$ cat src/rtl/rvvi_rx_packer.sv
// Packs the receive MAC byte stream into 32-bit little-endian RVVI words with lane strobes
// and a last flag, bounding frame length and closing errored frames for a consumer that cannot stall.
module rvvi_rx_packer #(
  parameter int unsigned MAX_WORDS = 384,
  parameter int unsigned CNT_W     = 16
) (
  input  logic             clk,
  input  logic             reset,
  input  logic [7:0]       RxData,
  input  logic             RxValid,
  input  logic             RxLast,
  input  logic             RxError,
  output logic [31:0]      RvviAxiRdata,
  output logic [3:0]       RvviAxiRstrb,
  output logic             RvviAxiRlast,
  output logic             RvviAxiRvalid,
  output logic [CNT_W-1:0] FrameCount,
  output logic [CNT_W-1:0] DropCount
);

  localparam int unsigned WC_W = $clog2(MAX_WORDS + 1);
  localparam logic [WC_W-1:0] WC_MAX = WC_W'(MAX_WORDS);

  typedef enum logic [1:0] {
    IDLE    = 2'd0,
    PACK    = 2'd1,
    DISCARD = 2'd2
  } state_t;

  state_t          state;
  logic [1:0]      lane;
  logic [WC_W-1:0] wordCnt;
  logic [31:0]     partial;

  logic [1:0]      curLane;
  logic [31:0]     packedWord;
  logic [WC_W-1:0] curWords;
  logic [WC_W-1:0] nextWords;
  logic            emitWord;
  logic [3:0]      laneStrb;

  // A byte seen in IDLE always opens a fresh frame, regardless of leftover packing state.
  always_comb begin
    curLane    = 2'd0;
    curWords   = '0;
    packedWord = 32'(RxData);
    if (state == PACK) begin
      curLane    = lane;
      curWords   = wordCnt;
      packedWord = partial | (32'(RxData) << {curLane, 3'b000});
    end
    nextWords = curWords + WC_W'(1);
    emitWord  = (curLane == 2'd3) || RxLast;
    case (curLane)
      2'd0:    laneStrb = 4'b0001;
      2'd1:    laneStrb = 4'b0011;
      2'd2:    laneStrb = 4'b0111;
      default: laneStrb = 4'b1111;
    endcase
  end

  function automatic logic [CNT_W-1:0] satInc(input logic [CNT_W-1:0] cnt);
    return (cnt == {CNT_W{1'b1}}) ? cnt : cnt + CNT_W'(1);
  endfunction

  // Frame state machine; the word outputs default to an idle zero word every cycle.
  always_ff @(posedge clk or posedge reset) begin
    if (reset) begin
      state         <= IDLE;
      lane          <= 2'd0;
      wordCnt       <= '0;
      partial       <= 32'd0;
      RvviAxiRdata  <= 32'd0;
      RvviAxiRstrb  <= 4'd0;
      RvviAxiRlast  <= 1'b0;
      RvviAxiRvalid <= 1'b0;
      FrameCount    <= '0;
      DropCount     <= '0;
    end else begin
      RvviAxiRdata  <= 32'd0;
      RvviAxiRstrb  <= 4'd0;
      RvviAxiRlast  <= 1'b0;
      RvviAxiRvalid <= 1'b0;
      case (state)
        IDLE, PACK: begin
          if (RxValid) begin
            if (RxError) begin
              // Only a frame the consumer has already seen needs an empty closing word.
              if (curWords != '0) begin
                RvviAxiRvalid <= 1'b1;
                RvviAxiRlast  <= 1'b1;
              end
              DropCount <= satInc(DropCount);
              lane      <= 2'd0;
              partial   <= 32'd0;
              wordCnt   <= '0;
              state     <= RxLast ? IDLE : DISCARD;
            end else if (emitWord) begin
              RvviAxiRvalid <= 1'b1;
              RvviAxiRdata  <= packedWord;
              RvviAxiRstrb  <= laneStrb;
              lane          <= 2'd0;
              partial       <= 32'd0;
              if (RxLast) begin
                RvviAxiRlast <= 1'b1;
                FrameCount   <= satInc(FrameCount);
                wordCnt      <= '0;
                state        <= IDLE;
              end else if (nextWords == WC_MAX) begin
                RvviAxiRlast <= 1'b1;
                DropCount    <= satInc(DropCount);
                wordCnt      <= '0;
                state        <= DISCARD;
              end else begin
                wordCnt <= nextWords;
                state   <= PACK;
              end
            end else begin
              partial <= packedWord;
              lane    <= curLane + 2'd1;
              wordCnt <= curWords;
              state   <= PACK;
            end
          end
        end
        DISCARD: begin
          if (RxValid && RxLast) begin
            state <= IDLE;
          end
        end
        default: state <= IDLE;
      endcase
    end
  end

endmodule

$ cat config.mk
export PLATFORM = sky130hd
export DESIGN_NAME = rvvi_rx_packer
export DESIGN_NICKNAME = d
export VERILOG_FILES = /design/src/rtl/rvvi_rx_packer.sv
export SDC_FILE = /design/constraint.sdc
export NUM_CORES = 1
export LEC_CHECK = 0
export CAP_MARGIN = 20
export CORE_UTILIZATION = 57
export CTS_CLUSTER_DIAMETER = 80
export DETAILED_ROUTE_END_ITERATION = 16
export MAX_ROUTING_LAYER = met4
export PLACE_DENSITY = 0.86
export SLEW_MARGIN = 5
export SYNTH_ARGS = -nofsm -noshare
export SYNTH_HDL_FRONTEND = slang
export SYNTH_SLANG_ARGS = --single-unit
$ cat constraint.sdc
create_clock -name clk -period 6.8 [get_ports clk]
set_input_delay 1.36 -clock clk [delete_from_list [all_inputs] [get_ports clk]]
set_output_delay 1.36 -clock clk [all_outputs]
set_load 0.02 [all_outputs]
==> results of run 1 <==
worst max-delay path, delay by kind of cell, from the launching register on:
| kind | cells | cell delay (ps) |
|---|---|---|
| buffers and inverters | 2 | 350 |
| DFF | 1 | 410 |
| adders and majority gates | 1 | 340 |
| AOI/OAI and AO/OA | 2 | 1110 |
| and+or+nand+nor | 4 | 910 |
report_power, final:
group | total [µW] | switching (µW) | internal [µW] | leakage [µW]
clock | 922 | 299 | 623 | 0.000302
sequential | 783 | 56.0 | 727 | 0.00157
combinational | 254 | 141 | 113 | 0.000956
layer usage:
metal / wire length, µm / vias to the layer above / share of wire [%]
met3: 681 / 22 / 5.8
met1: 4856 / 1928 / 41
met2: 5940 / 175 / 51
met5: 0 / - / 0
li1: - / 1746 / -
met4: 262 / 0 / 2.2
area by class of cell:
class	instances	share of cell area, %
sequential	115	44.39
tap	105	2.027
clock buffer	23	7.199
timing repair buffer	84	12.89
multi-input combinational	293	30.48
inverter	11	0.6755
clock inverter	9	2.335
worst max path at each step:
stage / startpoint / endpoint / slack [ps]
3_3_place_gp: RxValid / RvviAxiRdata[12]$_DFF_PP0_ / 3240
6_report: state[0]$_DFFE_PP0P_ / partial[26]$_DFFE_PP0P_ / 3590
4_1_cts: RxValid / RvviAxiRdata[15]$_DFF_PP0_ / 3620
2_1_floorplan: reset / DropCount[0]$_DFFE_PP0P_ / 2400
5_1_grt: state[0]$_DFFE_PP0P_ / partial[26]$_DFFE_PP0P_ / 3400
3_5_place_dp: RxValid / RvviAxiRdata[15]$_DFF_PP0_ / 3110
cells by family after synthesis:
| group | count (synthesis) |
|---|---|
| AO/OA/AOI/OAI | 100 |
| XOR/XNOR | 29 |
| adder cells (fa/ha/maj) | 5 |
| buffers and inverters | 42 |
| flip-flops | 115 |
| multiplexers | 3 |
| AND/OR/NAND/NOR | 156 |
through the flow:
stage	cells	cell area, µm²	hold WS, ps	util [%]
finish	640	6482	491.6	77.34
detailed placement	608	5864	484.2	69.97
floorplan	450	5039	463.3	-
CTS	640	6482	495.8	77.34
global placement	608	5864	470.0	69.97
global route	640	6482	508.5	77.34
placed cells by master, fill, tap and decap left out, types with 4 or more instances in the layout:
master / n
bufinv_16: 4
xor2_1: 7
inv_1: 9
nor2_1: 49
dfrtp_1: 115
a21oi_1: 22
nand2_1: 23
a22oi_1: 24
o31ai_1: 4
nand4_1: 8
nor2b_1: 5
nand3_1: 20
nor3_1: 6
a22o_1: 26
clkdlybuf4s50_1: 82
xnor2_1: 22
nor4_1: 6
clkbuf_8: 4
o21ai_0: 9
and3_1: 5
clkbuf_16: 16
ha_1: 5
registers in the layout, indices dropped and copies added, names as in the netlist:
signal and cells:
FrameCount 16, RvviAxiRdata 32, RvviAxiRlast 1, partial 32
lane 2, RvviAxiRstrb 4, state 2, RvviAxiRvalid 1
wordCnt 9, DropCount 16
Yosys cell counts (3+ instances only):
| cell | count |
|---|---|
| xor2_1 | 7 |
| nor2_1 | 49 |
| and3_1 | 5 |
| nand3_1 | 20 |
| o21ai_0 | 9 |
| a22o_1 | 26 |
| clkbuf_1 | 7 |
| a22oi_1 | 24 |
| dfrtp_1 | 115 |
| nor3_1 | 6 |
| ha_1 | 5 |
| xnor2_1 | 22 |
| o31ai_1 | 4 |
| buf_2 | 11 |
| inv_1 | 10 |
| nand2b_1 | 3 |
| nor4_1 | 6 |
| nand2_1 | 23 |
| nor2b_1 | 6 |
| buf_1 | 10 |
| a21oi_1 | 22 |
| nand4_1 | 8 |
| and2_1 | 3 |
==> metrics, run 1 <==
status completed; routing usage on met3 5.766%; multi-input logic area 1976 µm²; syn_nets 468; clock sinks 115; Hold EP FrameCount[10]$_DFFE_PP0P_; drt drc 0; pwr/cell area 302.1 nW/µm²; Skew-Pair Late Insertion Delay 520 ps; DRT Pass-1 Iters 5; slowest stage cell, crit path o21ai_2; Detailed Place HPWL 7.340 mm; post-synthesis xor/xnor area fraction 5.041%; starting density of the core 60.11%; Placement Setup Slack 3108 ps; FMAX 311.3 MHz; share of cells above drive strength 1 11.21%; Routed WL 11.74 mm; PostCTS Resize Cnt 0; Yosys reg bits 115; crit path capture type flip-flop; Adder-Cell Fraction of Synth Area 1.242%; ant diodes 0; clk buf depth 2; PortBufs 82; Finish-stage setup viols 0; r2r worst-path depth 9; wire length per cell 18.34 µm; NumNets Final 540; post-CTS setup buffer count 0; reg2reg start state[0]$_DFFE_PP0P_; initial DRC count 302; Synth Flop Type dfrtp_1; Core ar. 8382 µm²; sequential element share of the synthesized area 57.11%; CP Data Arrival Time 3660 ps; Post-synth EDFFs 0; Crit Path Class flip-flop to flip-flop; worst hold path type flip-flop to flip-flop; synth top area cells dfrtp_1 57%, a22o_1 4.5%, xnor2_1 3.8%; post-synthesis compound-gate area fraction 14.50%; clk root buf clkbuf_8; Worst setup SP type flip-flop; clock skew 11.42 ps; Simple-Gate Fraction of Synth Area 17.63%; synthesized area 5039 µm²; unrepaired setup endpoints after global routing no; Slew headroom 34.52%; vias in the first global route 3712; post-synth top area share 57.11%; Worst R2R End partial[26]$_DFFE_PP0P_; Post-Synthesis Cells 450; Crit path required time 7240 ps; Sum Neg Setup Slack 0 ps; Area Growth Syn to Fin 28.66%; Total GRT Usage 28.67%; min cycle time layout 3213 ps; largest net degree at the start of global routing 77; fillers 494; H-tree Lvls 4; busiest grt layer met2; initial antenna violation count 0; via count 3871; global-route wire length before repair 19.13 mm; gpl congestion 0.8765; Max-Cap Viols 0; Tcrit/Tclk final 47.24%; clock-pin transition on the worst setup and hold timing paths 50 ps; DIE WIDTH 96.02 µm; register area 2878 µm²; Hold Vio Cnt, Final 0; final worst slack 3587 ps; P_leak 0.002828 µW; CTS buffer count 17; num rows 33; peak supply drop 0.2228 mV; Yosys warnings 0; Netlist cell types 62; largest area contributor in the netlist dfrtp_1; main combinational cell family by area after synthesis simple AND/OR/NAND/NOR gates; worst min-delay path startpoint FrameCount[10]$_DFFE_PP0P_; Overall Power 1958 µW; Avg Cell Area, Syn 11.20 µm²; met2 usage 44.09%; DRT antenna net count 0; Least-Margin Pin Slew 982.1 ps; Hold Path Depth 1; total gr overflow 0; Worst path max stage delay 830 ps; die height 96.02 µm; Worst Path Max Fanout 33; fin. max-slew vios 0; CTS tree done; io pins 83; Hold Buf Count CTS 0; FFs w/ async S/R, synth 100.0%; M1 GR Usage 36.78%; mux contribution to synthesized area 0.7450%; Die ar. 9220 µm²; Critical Path, Cell by Cell nor2b_2 > buf_4 > nand2_1 > inv_1 > ha_1 > nor2_2 > nand3_2 > o21ai_2 > a22o_1; Worst R2R Setup Slack 3590 ps; vias per cell 6.048
No activity file was read; power rests on OpenSTA's default activity.
==> run 2: changes to the inputs <==
--- a/config.mk
+++ b/config.mk
@@ -6,11 +6,11 @@
 export NUM_CORES = 1
 export LEC_CHECK = 0
 export CAP_MARGIN = 20
-export CORE_UTILIZATION = 57
+export CORE_UTILIZATION = 53
 export CTS_CLUSTER_DIAMETER = 80
 export DETAILED_ROUTE_END_ITERATION = 16
 export MAX_ROUTING_LAYER = met4
-export PLACE_DENSITY = 0.86
+export PLACE_DENSITY = 0.8
 export SLEW_MARGIN = 5
 export SYNTH_ARGS = -nofsm -noshare
 export SYNTH_HDL_FRONTEND = slang
==> constraint.sdc (replaced) <==
create_clock -name clk -period 3 [get_ports clk]
set_input_delay 0.6 -clock clk [delete_from_list [all_inputs] [get_ports clk]]
set_output_delay 0.6 -clock clk [all_outputs]
set_load 0.02 [all_outputs]
==> metrics, run 2 (same netlist as run 1, synthesis figures left out) <==
status completed; drt drc 0 (unchanged); register area 2878 µm² (unchanged); clock-pin transition on the worst setup and hold timing paths 60 ps (about the same); worst min-delay path startpoint partial[13]$_DFFE_PP0P_; total gr overflow 0 (unchanged); most common cell after layout, fill and taps aside dfrtp_1; pwr/cell area 664.5 nW/µm² (+120%); largest net degree at the start of global routing 47 (-39%); fillers 661 (+34%); clock skew 9.220 ps (-2.197 ps); io pins 83 (unchanged); min cycle time layout 2577 ps (-635.7 ps); Worst Path Max Fanout 10 (-70%); DRT antenna net count 0 (unchanged); CP Data Arrival Time 3020 ps (-640 ps); FMAX 388.1 MHz (+25%); share of cells above drive strength 1 13.05% (+1.8 points); Largest regs RvviAxiRdata (32), partial (32); post-CTS setup buffer count 0 (unchanged); Tcrit/Tclk final 85.90% (+39 points); Total GRT Usage 26.00% (-2.7 points); gpl congestion 0.9035 (+3.1%); clock sinks 115 (unchanged); Worst R2R End partial[14]$_DFFE_PP0P_; r2r worst-path depth 10 (+1); Worst setup SP type flip-flop; starting density of the core 54.53% (-5.6 points); clk root buf clkbuf_8; initial antenna violation count 0 (unchanged); reg2reg start state[0]$_DFFE_PP0P_; NumNets Final 549 (+1.7%); die height 99.50 µm (+3.6%); peak supply drop 0.4658 mV (+110%); Hold Vio Cnt, Final 0 (unchanged); Skew-Pair Late Insertion Delay 530 ps (about the same); Placement Setup Slack 411.0 ps (-2697 ps); Area Growth Syn to Fin 30.05%; PostCTS Resize Cnt 0 (unchanged); CTS tree done; most frequent cells in the layout 115 x dfrtp_1, 82 x clkdlybuf4s50_1, 49 x nor2_1, 26 x a22o_1, 24 x a22oi_1; PortBufs 82 (unchanged); Core ar. 9240 µm² (+10%); final worst slack 423.1 ps (-3164 ps); vias per cell 5.703 (-5.7%); Post-Place Cell Area 5963 µm² (+1.7%); global-route wire length before repair 19.00 mm (-0.68%); P_leak 0.002845 µW (+0.63%); Hold Buf Count CTS 0 (unchanged); vias in the first global route 3744 (+0.86%); Finish-stage setup viols 0 (unchanged); ant diodes 0 (unchanged); Routed WL 11.28 mm (-3.9%); Crit path required time 3450 ps (-3790 ps); Sum Neg Setup Slack 0 ps (unchanged); clk buf depth 2 (unchanged); Slew headroom 55.64% (+21 points); worst hold path type flip-flop to flip-flop; Hold EP partial[13]$_DFFE_PP0P_; initial DRC count 250 (-17%); Die ar. 9900 µm² (+7.4%); via count 3838 (-0.85%); DIE WIDTH 99.50 µm (+3.6%); unrepaired setup endpoints after global routing no; Hold Path Depth 2 (+1); Detailed Place HPWL 7.502 mm (+2.2%); Least-Margin Pin Slew 664.1 ps (-318.0 ps); CTS buffer count 17 (unchanged); fin. max-slew vios 0 (unchanged); multi-input logic area 1976 µm² (unchanged); H-tree Lvls 4 (unchanged); num rows 35 (+6.1%); crit path capture type flip-flop; Worst R2R Setup Slack 420 ps (-3160 ps); Max-Cap Viols 0 (unchanged); Design Area, Final 6553 µm² (+1.1%); Crit Path Class flip-flop to flip-flop; DRT Pass-1 Iters 4 (-1); wire length per cell 16.76 µm (-8.6%)
-- run 2: changes by cell type in the layout (fill, tap and decap cells not counted), moves of 2 or more --
cell        delta
clkbuf_8       -2
clkinvlp_4     +4
clkbuf_1       -2
inv_6          +2
buf_4          +9
-- run 2: area by class of cell --
cell class | instances | share of cell area (%)
tap | 129 | 2.463
clock inverter | 13 | 2.406
clock buffer | 19 | 6.588
multi-input combinational | 293 | 30.15
inverter | 11 | 0.6874
sequential | 115 | 43.92
timing repair buffer | 93 | 13.79
-- run 2: routing by layer --
metal  track usage (%)  vias up  part of all wire [%]  wire length [µm]
met5                 -        -                     0                 0
met4             9.729        0                   1.6               183
met3             7.519       19                   5.5               625
met2             38.25      145                    48              5465
met1             34.44     1908                    44              5005
li1                  -     1766                     -                 -
-- run 2: report_power, final --
part	leakage (µW)	switching [µW]	internal [µW]
clock network	0.000280	719	1280
logic	0.000995	316	266
registers	0.00157	123	1650
total	0.00285	1160	3200
-- run 2: critical path, cell delays in order (launching register included) --
cell and delay, ps:
dfrtp_1 410, nor2b_2 190, nand2_1 190, inv_1 100, ha_1 210, buf_4 180, nor2_2 210, nand3_2 200
nor3b_2 540, a21oi_1 140, nor2_1 140
-- run 2: worst max-delay path by stage --
stage	start	endpoint	cells after the start
after global routing	state[0]$_DFFE_PP0P_	partial[14]$_DFFE_PP0P_	10
after detailed placement	RxLast	FrameCount[12]$_DFFE_PP0P_	6
final	state[0]$_DFFE_PP0P_	partial[14]$_DFFE_PP0P_	10
after global placement	RxValid	DropCount[15]$_DFFE_PP0P_	6
after floorplan	state[0]$_DFFE_PP0P_	RvviAxiRdata[22]$_DFF_PP0_	12
after CTS	state[0]$_DFFE_PP0P_	partial[14]$_DFFE_PP0P_	10
-- run 2: stage by stage --
| stage | hold slack (ps) | util [%] | instances | power, µW |
|---|---|---|---|---|
| final | 496.9 | 70.91 | 673 | 4354 |
| after global routing | 511.3 | 70.91 | 673 | 4517 |
| after CTS | 496.2 | 70.91 | 673 | 4381 |
| after detailed placement | 486.3 | 64.54 | 641 | 2375 |
| after global placement | 476.8 | 64.54 | 641 | 2361 |
| after floorplan | 463.3 | - | 450 | 2114 |
==> run 3: changes to the inputs <==
--- a/config.mk
+++ b/config.mk
@@ -6,11 +6,14 @@
 export NUM_CORES = 1
 export LEC_CHECK = 0
 export CAP_MARGIN = 20
-export CORE_UTILIZATION = 53
+export CELL_PAD_IN_SITES_DETAIL_PLACEMENT = 1
+export CELL_PAD_IN_SITES_GLOBAL_PLACEMENT = 1
+export CORE_MARGIN = 2
+export CORE_UTILIZATION = 42
 export CTS_CLUSTER_DIAMETER = 80
 export DETAILED_ROUTE_END_ITERATION = 16
 export MAX_ROUTING_LAYER = met4
-export PLACE_DENSITY = 0.8
+export PLACE_DENSITY_LB_ADDON = 0.1
 export SLEW_MARGIN = 5
 export SYNTH_ARGS = -nofsm -noshare
 export SYNTH_HDL_FRONTEND = slang
==> metrics, run 3 (same netlist as run 1, synthesis figures left out) <==
clk root buf clkbuf_16; Least-Margin Pin Slew 723.4 ps (+59.35 ps); Sum Neg Setup Slack 0 ps (unchanged); vias per cell 5.586 (-2.1%); status completed; Detailed Place HPWL 8.628 mm (+15%); ant diodes 0 (unchanged); Finish-stage setup viols 0 (unchanged); Final Non-Filler Cells 690 (+2.5%); Max-Cap Viols 0 (unchanged); FMAX 407.3 MHz (+5.0%); fillers 1275 (+93%); CTS buffer count 17 (unchanged); Hold Path Depth 1 (-1); fin. max-slew vios 0 (unchanged); pwr/cell area 666.4 nW/µm² (+0.27%); clock skew 10.20 ps (+0.9786 ps); Critical Path Source state[0]$_DFFE_PP0P_; clock sinks 115 (unchanged); PortBufs 82 (unchanged); num rows 40 (+14%); Routed WL 12.94 mm (+15%); Core ar. 11860 µm² (+28%); drt drc 0 (unchanged); Inst Count DP 658 (+2.7%); Crit path required time 3350 ps (-100 ps); register area 2878 µm² (unchanged); multi-input logic area 1976 µm² (unchanged); Tcrit/Tclk final 81.84% (-4.1 points); Worst Path Max Fanout 8 (-2); CTS tree done; PostCTS Resize Cnt 0 (unchanged); Crit Path Class flip-flop to flip-flop; die height 113.5 µm (+14%); starting density of the core 42.48% (-12 points); gpl congestion 0.8377 (-7.3%); post-CTS setup buffer count 0 (unchanged); Largest regs RvviAxiRdata (32), partial (32); initial antenna violation count 0 (unchanged); clk buf depth 2 (unchanged); Total GRT Usage 22.39% (-3.6 points); crit path capture type flip-flop; NumNets Final 548 (-0.18%); DRT antenna net count 0 (unchanged); H-tree Lvls 4 (unchanged); vias in the first global route 4070 (+8.7%); peak supply drop 0.3762 mV (-19%); clock-pin transition on the worst setup and hold timing paths 60 ps (about the same); via count 3854 (+0.42%); DIE WIDTH 113.5 µm (+14%); DRT Pass-1 Iters 4 (unchanged); r2r worst-path depth 9 (-1); Hold Buf Count CTS 0 (unchanged); worst hold path type flip-flop to flip-flop; Slew headroom 51.67% (-4.0 points); most frequent cells in the layout 115 x dfrtp_1, 82 x clkdlybuf4s50_1, 49 x nor2_1, 26 x a22o_1, 24 x a22oi_1; Hold Vio Cnt, Final 0 (unchanged); unrepaired setup endpoints after global routing no; total gr overflow 0 (unchanged); io pins 83 (unchanged); min cycle time layout 2455 ps (-121.7 ps); global-route wire length before repair 21.47 mm (+13%); largest net degree at the start of global routing 45 (-4.3%); Worst setup SP type flip-flop; worst min-delay path startpoint partial[1]$_DFFE_PP0P_; CP Data Arrival Time 2810 ps (-210 ps); reg2reg start state[0]$_DFFE_PP0P_; wire length per cell 18.76 µm (+12%); initial DRC count 204 (-18%); Skew-Pair Late Insertion Delay 430 ps (-100 ps); share of cells above drive strength 1 12.89% (-0.16 points); most common cell after layout, fill and taps aside dfrtp_1; P_leak 0.002843 µW (about the same); Area Growth Syn to Fin 31.02%; Die ar. 12890 µm² (+30%)
## run 3: changes by cell type in the layout (fill, tap and decap cells not counted), moves of 2 or more
cell        before  now
buf_12           0    2
buf_4           11    8
clkinv_2         4    1
clkinvlp_4       5    7
## run 3: report_power, final
part           switching, µW  total (µW)  internal [µW]
Clock                    743        2030           1290
Combinational            329         600            271
Sequential               123        1770           1650
Total                   1190        4400           3200
## run 3: worst paths after layout
check | to | slack (ps)
max in group asynchronous | wordCnt[7]$_DFFE_PP0P_ | 1680
worst min register to register | partial[1]$_DFFE_PP0P_ | 500
worst max-delay path | partial[12]$_DFFE_PP0P_ | 540
min in group asynchronous | state[1]$_DFFE_PP0P_ | 670
worst max register to register | partial[12]$_DFFE_PP0P_ | 540
worst min-delay path | partial[1]$_DFFE_PP0P_ | 500
## run 3: final cells by class
class                   count  share of cell area, %
flip-flops and latches    115                  43.59
multi-input cells         293                  29.93
repair buffers             92                  13.95
clock buffers              21                  7.127
well taps                 147                  2.786
clock inverters            11                  1.933
inverters                  11                 0.6823
## run 3: per-stage QoR
step | hold WS, ps | power (µW) | utilization (%) | worst slack, ps | instance area, µm²
finish | 502.5 | 4399 | 55.65 | 544.8 | 6601
detailed placement | 487.8 | 2400 | 50.61 | 399.5 | 6003
global placement | 477.1 | 2370 | 50.61 | 436.4 | 6003
global route | 515.7 | 4572 | 55.65 | 284.3 | 6601
CTS | 506.2 | 4443 | 55.65 | 525.1 | 6601
floorplan | 463.3 | 2114 | - | 640.2 | 5042
## run 3: routing by layer
layer | wire length [µm] | track usage [%]
met2 | 6347 | 35.01
met3 | 445 | 5.420
met1 | 5904 | 28.20
met5 | 0 | -
met4 | 244 | 9.106
## run 3: worst max-delay path: stages (launching register included)
cell	delay [ps]
dfrtp_1	410
nor2b_2	200
nand2_1	190
inv_1	90
ha_1	270
nor2_2	230
nand3_2	200
nor3b_2	510
a21oi_1	160
nor2_1	120
